## config.mk

```make
export PLATFORM = sky130hd
export DESIGN_NAME = pl_tx_message_sender_flat
export DESIGN_NICKNAME = d
export VERILOG_FILES = /design/src/rtl/pl_tx_message_sender_if.sv /design/src/rtl/pl_tx_message_sender.sv /design/src/flat_wrapper.sv
export SDC_FILE = /design/constraint.sdc
export NUM_CORES = 1
export LEC_CHECK = 0
export CAP_MARGIN = 25
export CORE_ASPECT_RATIO = 0.75
export CORE_MARGIN = 1
export CORE_UTILIZATION = 45
export DETAILED_ROUTE_END_ITERATION = 12
export DONT_BUFFER_PORTS = 1
export PLACE_DENSITY = 0.65
export RECOVER_POWER = 50
export SYNTH_ARGS = -nofsm -noshare
export SYNTH_HDL_FRONTEND = slang
export SYNTH_SLANG_ARGS = --single-unit
```

## constraint.sdc

```tcl
create_clock -name clk -period 2.93 [get_ports clk]
set_clock_uncertainty 0.2 [all_clocks]
set_input_delay 0.586 -clock clk [delete_from_list [all_inputs] [get_ports clk]]
set_output_delay 0.586 -clock clk [all_outputs]
set_load 0.1 [all_outputs]
```

## src/rtl/pl_tx_message_sender_if.sv

```systemverilog
// Handshake bundle between the protocol engine / PHY and the TX message sender.
// slave: the sender itself. master: the environment (engine writes, PHY replies).
interface pl_tx_message_sender_if;
    logic       msg_wr_en;
    logic [7:0] msg_wr_data;
    logic       msg_send;
    logic [2:0] msg_type;
    logic       msg_busy;
    logic       msg_done;
    logic [1:0] msg_result;

    logic       pl2phy_tx_packet_en;
    logic [2:0] pl2phy_tx_packet_type;
    logic       phy2pl_tx_packet_done;
    logic       phy2pl_tx_packet_result;
    logic       pl2phy_tx_payload_en;
    logic [7:0] pl2phy_tx_payload;
    logic       pl2phy_tx_payload_last;
    logic       phy2pl_tx_payload_done;

    modport slave (
        input  msg_wr_en, msg_wr_data, msg_send, msg_type,
        input  phy2pl_tx_packet_done, phy2pl_tx_packet_result, phy2pl_tx_payload_done,
        output msg_busy, msg_done, msg_result,
        output pl2phy_tx_packet_en, pl2phy_tx_packet_type,
        output pl2phy_tx_payload_en, pl2phy_tx_payload, pl2phy_tx_payload_last
    );

    modport master (
        output msg_wr_en, msg_wr_data, msg_send, msg_type,
        output phy2pl_tx_packet_done, phy2pl_tx_packet_result, phy2pl_tx_payload_done,
        input  msg_busy, msg_done, msg_result,
        input  pl2phy_tx_packet_en, pl2phy_tx_packet_type,
        input  pl2phy_tx_payload_en, pl2phy_tx_payload, pl2phy_tx_payload_last
    );
endinterface

```

## src/rtl/pl_tx_message_sender.sv

```systemverilog
// Protocol-layer TX sender: buffers one PD message, plays it byte by byte into
// the PHY, replays the whole message on PHY failure and reports one result.
// Completion is a registered pulse issued as the FSM drops back to IDLE, so
// msg_busy is already low in the msg_done cycle.
module pl_tx_message_sender #(
    parameter int MAX_BYTES   = 32,
    parameter int RETRY_MAX   = 2,
    parameter int TIMEOUT_CYC = 4095
) (
    input  logic                   clk,
    input  logic                   rst,
    pl_tx_message_sender_if.slave  bus
);
    localparam int AW = (MAX_BYTES > 1) ? $clog2(MAX_BYTES) : 1;
    localparam int WW = $clog2(MAX_BYTES + 1);
    localparam int RW = (RETRY_MAX > 0) ? $clog2(RETRY_MAX + 1) : 1;
    localparam int TW = (TIMEOUT_CYC > 1) ? $clog2(TIMEOUT_CYC + 1) : 1;
    localparam logic [WW-1:0] WMAX = WW'(MAX_BYTES);
    localparam logic [RW-1:0] RMAX = RW'(RETRY_MAX);
    localparam logic [TW-1:0] TLIM = TW'(TIMEOUT_CYC - 1);

    localparam logic [1:0] RES_OK    = 2'b00;
    localparam logic [1:0] RES_DISC  = 2'b01;
    localparam logic [1:0] RES_EMPTY = 2'b10;
    localparam logic [1:0] RES_TMO   = 2'b11;

    typedef enum logic [2:0] {S_IDLE, S_START, S_BYTE, S_WAIT_BYTE, S_WAIT_DONE} state_t;

    state_t          state_q, state_d;
    logic [7:0]      mem [MAX_BYTES];
    logic [WW-1:0]   wcnt_q;
    logic            ovf_q;
    logic [AW-1:0]   rptr_q;
    logic [RW-1:0]   retry_q;
    logic [TW-1:0]   tcnt_q;
    logic [2:0]      type_q;
    logic            done_q;
    logic [1:0]      res_q;

    logic            fin, accept, replay, adv;
    logic [1:0]      fin_code;
    logic            wr_take, wr_store, reject, last_byte;

    // Writes are only taken while idle; a write in the send cycle counts.
    assign wr_take   = (state_q == S_IDLE) && bus.msg_wr_en;
    assign wr_store  = wr_take && (wcnt_q != WMAX);
    assign reject    = ovf_q || (wr_take && (wcnt_q == WMAX)) || ((wcnt_q == '0) && !wr_take);
    assign last_byte = ((WW'(rptr_q) + WW'(1)) == wcnt_q);

    // State register.
    always_ff @(posedge clk) begin
        if (rst) state_q <= S_IDLE;
        else     state_q <= state_d;
    end

    // Next state; packet_done outranks payload_done, which outranks the timeout.
    always_comb begin
        state_d  = state_q;
        fin      = 1'b0;
        fin_code = RES_OK;
        accept   = 1'b0;
        replay   = 1'b0;
        adv      = 1'b0;
        case (state_q)
            S_IDLE: begin
                if (bus.msg_send) begin
                    if (reject) begin
                        fin      = 1'b1;
                        fin_code = RES_EMPTY;
                    end else begin
                        accept  = 1'b1;
                        state_d = S_START;
                    end
                end
            end
            S_START: state_d = S_BYTE;
            S_BYTE, S_WAIT_BYTE, S_WAIT_DONE: begin
                if (bus.phy2pl_tx_packet_done) begin
                    if (bus.phy2pl_tx_packet_result) begin
                        fin = 1'b1;
                    end else if (retry_q < RMAX) begin
                        replay  = 1'b1;
                        state_d = S_START;
                    end else begin
                        fin      = 1'b1;
                        fin_code = RES_DISC;
                    end
                end else if (state_q == S_BYTE) begin
                    state_d = S_WAIT_BYTE;
                end else if ((state_q == S_WAIT_BYTE) && bus.phy2pl_tx_payload_done) begin
                    adv     = !last_byte;
                    state_d = last_byte ? S_WAIT_DONE : S_BYTE;
                end else if (tcnt_q == TLIM) begin
                    fin      = 1'b1;
                    fin_code = RES_TMO;
                end
            end
            default: state_d = S_IDLE;
        endcase
        if (fin) state_d = S_IDLE;
    end

    // Buffer count, pointers, retry/timeout counters and the completion pulse.
    always_ff @(posedge clk) begin
        if (rst) begin
            wcnt_q  <= '0;
            ovf_q   <= 1'b0;
            rptr_q  <= '0;
            retry_q <= '0;
            tcnt_q  <= '0;
            type_q  <= 3'd0;
            done_q  <= 1'b0;
            res_q   <= RES_OK;
        end else begin
            done_q <= fin;
            res_q  <= fin ? fin_code : RES_OK;

            if (fin) begin
                wcnt_q <= '0;
                ovf_q  <= 1'b0;
            end else if (wr_take) begin
                if (wcnt_q == WMAX) ovf_q  <= 1'b1;
                else                wcnt_q <= wcnt_q + WW'(1);
            end

            if (accept) begin
                type_q  <= bus.msg_type;
                rptr_q  <= '0;
                retry_q <= '0;
            end else if (replay) begin
                rptr_q  <= '0;
                retry_q <= retry_q + RW'(1);
            end else if (adv) begin
                rptr_q  <= rptr_q + AW'(1);
            end

            if ((state_q == S_START) || bus.phy2pl_tx_payload_done)
                tcnt_q <= '0;
            else if ((state_q == S_WAIT_BYTE) || (state_q == S_WAIT_DONE))
                tcnt_q <= tcnt_q + TW'(1);
        end
    end

    // Message byte storage; contents need no reset since wcnt gates them.
    always_ff @(posedge clk) begin
        if (wr_store && !fin) mem[wcnt_q[AW-1:0]] <= bus.msg_wr_data;
    end

    // Outputs decoded from state; payload/last are forced low outside byte states.
    always_comb begin
        bus.msg_busy               = (state_q != S_IDLE);
        bus.msg_done               = done_q;
        bus.msg_result             = res_q;
        bus.pl2phy_tx_packet_en    = (state_q == S_START);
        bus.pl2phy_tx_packet_type  = type_q;
        bus.pl2phy_tx_payload_en   = (state_q == S_BYTE);
        bus.pl2phy_tx_payload      = 8'h00;
        bus.pl2phy_tx_payload_last = 1'b0;
        if ((state_q == S_BYTE) || (state_q == S_WAIT_BYTE)) begin
            bus.pl2phy_tx_payload      = mem[rptr_q];
            bus.pl2phy_tx_payload_last = last_byte;
        end
    end
endmodule

```

## src/flat_wrapper.sv

```systemverilog
// flat-port wrapper written by rule: the top's interface ports become plain ports
module pl_tx_message_sender_flat 
#(
    parameter int MAX_BYTES   = 32,
    parameter int RETRY_MAX   = 2,
    parameter int TIMEOUT_CYC = 4095
)
  (clk, rst, bus_msg_wr_en, bus_msg_wr_data, bus_msg_send, bus_msg_type, bus_phy2pl_tx_packet_done, bus_phy2pl_tx_packet_result, bus_phy2pl_tx_payload_done, bus_msg_busy, bus_msg_done, bus_msg_result, bus_pl2phy_tx_packet_en, bus_pl2phy_tx_packet_type, bus_pl2phy_tx_payload_en, bus_pl2phy_tx_payload, bus_pl2phy_tx_payload_last);
  pl_tx_message_sender_if bus_i ();
  input  logic clk;
  input  logic rst;
  input wire logic [$bits(bus_i.msg_wr_en)-1:0] bus_msg_wr_en;
  input wire logic [$bits(bus_i.msg_wr_data)-1:0] bus_msg_wr_data;
  input wire logic [$bits(bus_i.msg_send)-1:0] bus_msg_send;
  input wire logic [$bits(bus_i.msg_type)-1:0] bus_msg_type;
  input wire logic [$bits(bus_i.phy2pl_tx_packet_done)-1:0] bus_phy2pl_tx_packet_done;
  input wire logic [$bits(bus_i.phy2pl_tx_packet_result)-1:0] bus_phy2pl_tx_packet_result;
  input wire logic [$bits(bus_i.phy2pl_tx_payload_done)-1:0] bus_phy2pl_tx_payload_done;
  output wire logic [$bits(bus_i.msg_busy)-1:0] bus_msg_busy;
  output wire logic [$bits(bus_i.msg_done)-1:0] bus_msg_done;
  output wire logic [$bits(bus_i.msg_result)-1:0] bus_msg_result;
  output wire logic [$bits(bus_i.pl2phy_tx_packet_en)-1:0] bus_pl2phy_tx_packet_en;
  output wire logic [$bits(bus_i.pl2phy_tx_packet_type)-1:0] bus_pl2phy_tx_packet_type;
  output wire logic [$bits(bus_i.pl2phy_tx_payload_en)-1:0] bus_pl2phy_tx_payload_en;
  output wire logic [$bits(bus_i.pl2phy_tx_payload)-1:0] bus_pl2phy_tx_payload;
  output wire logic [$bits(bus_i.pl2phy_tx_payload_last)-1:0] bus_pl2phy_tx_payload_last;
  assign bus_i.msg_wr_en = bus_msg_wr_en;
  assign bus_i.msg_wr_data = bus_msg_wr_data;
  assign bus_i.msg_send = bus_msg_send;
  assign bus_i.msg_type = bus_msg_type;
  assign bus_i.phy2pl_tx_packet_done = bus_phy2pl_tx_packet_done;
  assign bus_i.phy2pl_tx_packet_result = bus_phy2pl_tx_packet_result;
  assign bus_i.phy2pl_tx_payload_done = bus_phy2pl_tx_payload_done;
  assign bus_msg_busy = bus_i.msg_busy;
  assign bus_msg_done = bus_i.msg_done;
  assign bus_msg_result = bus_i.msg_result;
  assign bus_pl2phy_tx_packet_en = bus_i.pl2phy_tx_packet_en;
  assign bus_pl2phy_tx_packet_type = bus_i.pl2phy_tx_packet_type;
  assign bus_pl2phy_tx_payload_en = bus_i.pl2phy_tx_payload_en;
  assign bus_pl2phy_tx_payload = bus_i.pl2phy_tx_payload;
  assign bus_pl2phy_tx_payload_last = bus_i.pl2phy_tx_payload_last;
  pl_tx_message_sender #(.MAX_BYTES(MAX_BYTES), .RETRY_MAX(RETRY_MAX), .TIMEOUT_CYC(TIMEOUT_CYC)) u_core (.clk(clk), .rst(rst), .bus(bus_i));
endmodule
```

-- Word-level counts from Yosys, hierarchy flattened
Memories as Yosys holds them, arrays and structs flattened. A register that Yosys moved wholly into a read port is not among the register bits.
Index checks and enable logic that the tools add are counted.
- add/sub/neg operators: 5
- magnitude comparators: 1
- equal/unequal tests: 13
- muxes and demuxes: 44
- bitwise operators: 2
- reductions and logical operators: 26
- operators by type and width (kind ; count):
    3-bit 2-to-1 mux ; 8
    1-bit 2-to-1 mux ; 23
    2-bit 2-to-1 mux ; 7
    12-bit by 1-bit adder with 12-bit output (second input constant) ; 1
    12-bit == test (second input constant) ; 1
    5-bit 2-to-1 mux ; 2
    3-bit one-hot mux with 3 select lines ; 1
    8-bit 2-to-1 mux ; 1
    2-bit OR reduction ; 4
    5-bit by 1-bit adder with 6-bit output (second input constant) ; 1
    6-bit by 1-bit adder with 6-bit output (second input constant) ; 1
    3-bit by 2-bit == test with 1-bit output (second input constant) ; 2
    6-bit == test ; 1
    6-bit == test (second input constant) ; 1
    1-bit logical AND ; 6
    6-bit logical NOT ; 1
    6-bit != test (second input constant) ; 1
    3-bit OR reduction ; 2
    5-bit by 1-bit adder with 5-bit output (second input constant) ; 1
    1-bit logical OR ; 5
    5-bit AND reduction ; 1
    2-bit != test (second input constant) ; 2
    4-bit by 3-bit != test with 1-bit output (second input constant) ; 1
    2-bit one-hot mux with 2 select lines ; 1
    12 further kinds ; 16
- register bits after elaboration: 35
- RAM bits: 256
- input bits: 18
- output and inout bits: 18
- memories: 1
- memory list (memory ; words ; bits a word ; rd ports ; clocked after memory_dff ; write ports ; RTL line ; text):
    u_core.mem ; 32 ; 8 ; 1 ; 1 ; 1 ; pl_tx_message_sender.sv:30 ; logic [7:0] mem [MAX_BYTES];

-- Longest topological paths before layout
- depth in word-level cells: 12
- depth in mapped cells: 8
- gate-level depth less buffers: 7

-- Least setup slack after synthesis
OpenSTA, ideal clock, no wires.
- kind: reg-to-output
- start point: reg u_core.rptr_q[0]
- end point: out bus_pl2phy_tx_payload_last
- arrival time: 2585 ps
- required time: 2144 ps
- setup slack: -441 ps
- cell stages (with the launch flop): 7
- cells stage by stage: dfxtp_1 > ha_1 > xor2_1 > nor2_1 > nand4_1 > or2_2 > nor2_1
- word-level cells in the longest chain between the ends: 3
- ends and longest elaborated chain (item ; RTL line ; text):
    start, declared ; pl_tx_message_sender.sv:33 ; logic [AW-1:0] rptr_q;
    start signal, assigned ; pl_tx_message_sender.sv:134 ; rptr_q <= rptr_q + AW'(1);
    5-bit by 1-bit adder with 6-bit output ; pl_tx_message_sender.sv:48 ; assign last_byte = ((WW'(rptr_q) + WW'(1)) == wcnt_q);
    6-bit == test ; pl_tx_message_sender.sv:48 ;
    1-bit 2-to-1 mux ; pl_tx_message_sender.sv:159 ; if ((state_q == S_BYTE) || (state_q == S_WAIT_BYTE)) begin
    end, declared ; flat_wrapper.sv:26 ; output wire logic [$bits(bus_i.pl2phy_tx_payload_last)-1:0] bus_pl2phy_tx_payload_last;
Every way passes these cells.

==> flow_summary.json <==
{
  "post_drt_wl_per_cell_um": 23.9,
  "grt_overflow": 0,
  "route.vias.total": 6674,
  "critPathBufInv": 5,
  "die_x_um": 191,
  "violations": "capacitance limit, slew limit, setup timing",
  "vias_per_cell": 5.90,
  "multiInputGateArea_mm2": 0.00361,
  "synth_nets": 714,
  "p_leak_nw": 4.65,
  "post-route-util_pct": 55.0,
  "cts_made_buffers": 29,
  "p_sw_mw": 1.82,
  "wl_mm": 27.0,
  "hold_viol_final": 0,
  "h-tree-depth": 1,
  "yosysSeqAreaShare_pct": 70.2,
  "cp_slowest_cell": "mux4_2",
  "period_needed_ps": 3350,
  "swShare_pct": 21.1,
  "grt_max_degree": 47,
  "cap_violations": 4,
  "cp_top_family": "multiplexers",
  "root_buffer": "clkbuf_16",
  "netlist_instances": 689,
  "p_clk_share_pct": 41.6,
  "crit_type": "reg -> out",
  "pin_count": 36,
  "drive_above_1_share_pct": 29.5,
  "final_common_cell": "edfxtp_1",
  "status": "finished, violations left",
  "yosysWarnings": 0,
  "internal-power_mw": 6.81,
  "synth_top_cell_by_area": "edfxtp_1",
  "tritoncts": "built",
  "clkLatencyLatePin_ps": 550,
  "drtAntennaViolNets": 0,
  "drtPass1Iterations": 5,
  "setup_tns_ps": -3230,
  "power_frac_comb_pct": 4.5,
  "start_util_pct": 46.2,
  "maxSlewViolCount": 131,
  "worstPathMaxFanout": 6,
  "seq_area_mm2": 0.00850,
  "port_buffers": 0,
  "synthTopCellsByArea": "edfxtp_1 64%, mux4_2 12%, dfxtp_1 6.6%",
  "p_seq_share_pct": 53.9,
  "synth.avg_cell_area_um2": 17.5,
  "finalCritPeriodShare_pct": 114,
  "nNetsFinal": 789,
  "hp-class": "in -> reg",
  "cts_sinks": 296,
  "die_y_um": 144,
  "start_kind": "flip-flop",
  "num_antenna_cells": 0,
  "gp_congestion": 0.906,
  "drc": 0,
  "cp_common_cell": "buf_12",
  "track_usage_pct": 20.3,
  "core_mm2": 0.0262,
  "cp-end-kind": "output pin",
  "grt_first_pass_wirelength_mm": 40.8,
  "synthDistinctLibCells": 50,
  "grt_pass1_vias": 6693,
  "reg2reg_slack_ps": -210,
  "synth_seq_cells": 296,
  "area_delta_synth_final_pct": 19.1,
  "cellPowerDensity_mw_per_mm2": 600,
  "timing.hold.ws_ps": 42.3,
  "setup_slack_ps": -422,
  "synth.cell_area_mm2": 0.0121,
  "crit_chain": "buf_12, buf_12, buf_16, buf_4, mux4_2, mux2i_1, a22oi_1, and3_4, buf_12",
  "rsz0062_at_grt": "yes",
  "cp.arrival_ps": 2570,
  "fmax_ghz": 0.298,
  "die_area_mm2": 0.0275,
  "placed_cell_area_mm2": 0.0129,
  "clk_pin_slew_ps": 60,
  "synth_top_area_share_pct": 63.6,
  "rows": 51,
  "mostFrequentLayoutCells": "256 x edfxtp_1, 64 x mux4_2, 41 x nor2_1, 35 x dfxtp_1, 35 x buf_4",
  "dp_hpwl_mm": 16.5,
  "fillers": 2017,
  "ir_worst_vdd_uv": 514,
  "maxSlewHeadroom_pct": -8.49,
  "setup_viol": 32,
  "required_ps": 2140,
  "final_area_mm2": 0.0144,
  "drt_first_iter_violations": 639,
  "clockBufferDepth": 3,
  "tightest_slew_ps": 1630,
  "antenna_found_initial": 0,
  "cpPeakStageDelay_ps": 490,
  "synthArstFlopShare_pct": 0,
  "synth_edf_count": 256,
  "synth_ff_type": "edfxtp_1"
}
==> worst reg2reg max path: stages (launching register included) <==
cell	delay, ps
dfxtp_1	450
inv_1	120
ha_1	230
clkbuf_1	300
a311o_1	400
nor2_1	470
mux2i_1	260
nor2_1	60
dlygate4sd3_1	550
==> cells by family after synthesis <==
logic type	after synthesis	synth area share [%]
xor gates and xnor gates	24	1.74
buffers and inverters	44	1.67
muxes	100	14.9
and+or+nand+nor	159	7.35
adders and majority gates	7	0.725
DFF	296	70.2
AOI/OAI and AO/OA	59	3.36
==> routing by layer <==
| metal | wire [um] | track usage [%] |
|---|---|---|
| met5 | 0 | 0 |
| met4 | 587 | 5.47 |
| met3 | 2160 | 3.61 |
| met2 | 12700 | 31.8 |
| met1 | 11500 | 29.3 |
==> metrics by stage <==
stage / setup slack (ps) / total power [mW] / instances
finish: -422 / 8.64 / 1131
global route: -501 / 8.87 / 1131
CTS: -419 / 8.68 / 1128
detailed placement: 39.2 / 5.05 / 1047
global placement: 47.9 / 5.04 / 1047
floorplan: 20.1 / 4.95 / 689
==> repair_timing <==
item	in CTS	in global routing
endpoints found under the setup margin	9	105
pin swaps	15	6
hold buffers	12	0
buffers inserted	12	2
cloned	3	0
gates resized for setup	40	26
hold endpoints to repair	261	0
==> cell usage after synthesis, types with 5 or more instances <==
library cell	instances
xor2_1	12
clkbuf_1	17
buf_2	11
nand2_1	19
edfxtp_1	256
a21oi_1	14
a31oi_1	6
nand4_1	5
or3_1	7
and3_1	44
ha_1	7
nand3_1	5
inv_1	7
nor2_1	43
xnor2_1	12
mux2i_1	36
a22oi_1	17
nor3_1	6
dfxtp_1	40
mux4_2	64
o21ai_0	10
==> final cells by class <==
class	count	share of cell area [%]
sequential	296	59.1
multi-input combinational	349	25.1
timing repair buffer	79	6.21
clock buffer	34	5.17
tap	344	2.99
clock inverter	20	1.26
inverter	9	0.235
==> final timing paths <==
check,from,end,cells past startpoint
max,flip-flop,bus_pl2phy_tx_payload[1],9
min,bus_msg_wr_en,u_core.ovf_q$_SDFFE_PP0P_,2
max reg2reg,u_core.wcnt_q[1]$_SDFFE_PP0P_,u_core.bus.pl2phy_tx_packet_type[0]$_SDFFE_PP0P_,8
min reg2reg,u_core.tcnt_q[11]$_SDFFE_PP0P_,u_core.tcnt_q[11]$_SDFFE_PP0P_,2
==> state kept, by name (all words and copies together) (netlist names), named ones only <==
register / flops
u_core.bus.msg_done: 1
u_core.bus.msg_result: 2
u_core.bus.pl2phy_tx_packet_type: 3
u_core.mem: 256
u_core.ovf_q: 1
u_core.retry_q: 2
u_core.rptr_q: 5
u_core.state_q: 3
u_core.tcnt_q: 12
u_core.wcnt_q: 6
==> power by group through the flow <==
stage                     clock network, mW  logic [mW]  registers [mW]
after floorplan                           0       0.207            4.74
after global placement                    0       0.294            4.74
after detailed placement                  0       0.305            4.74
after CTS                              3.63       0.404            4.65
after global routing                   3.80       0.413            4.66
final                                  3.59       0.390            4.66
No activity file was read; power rests on OpenSTA's default activity.
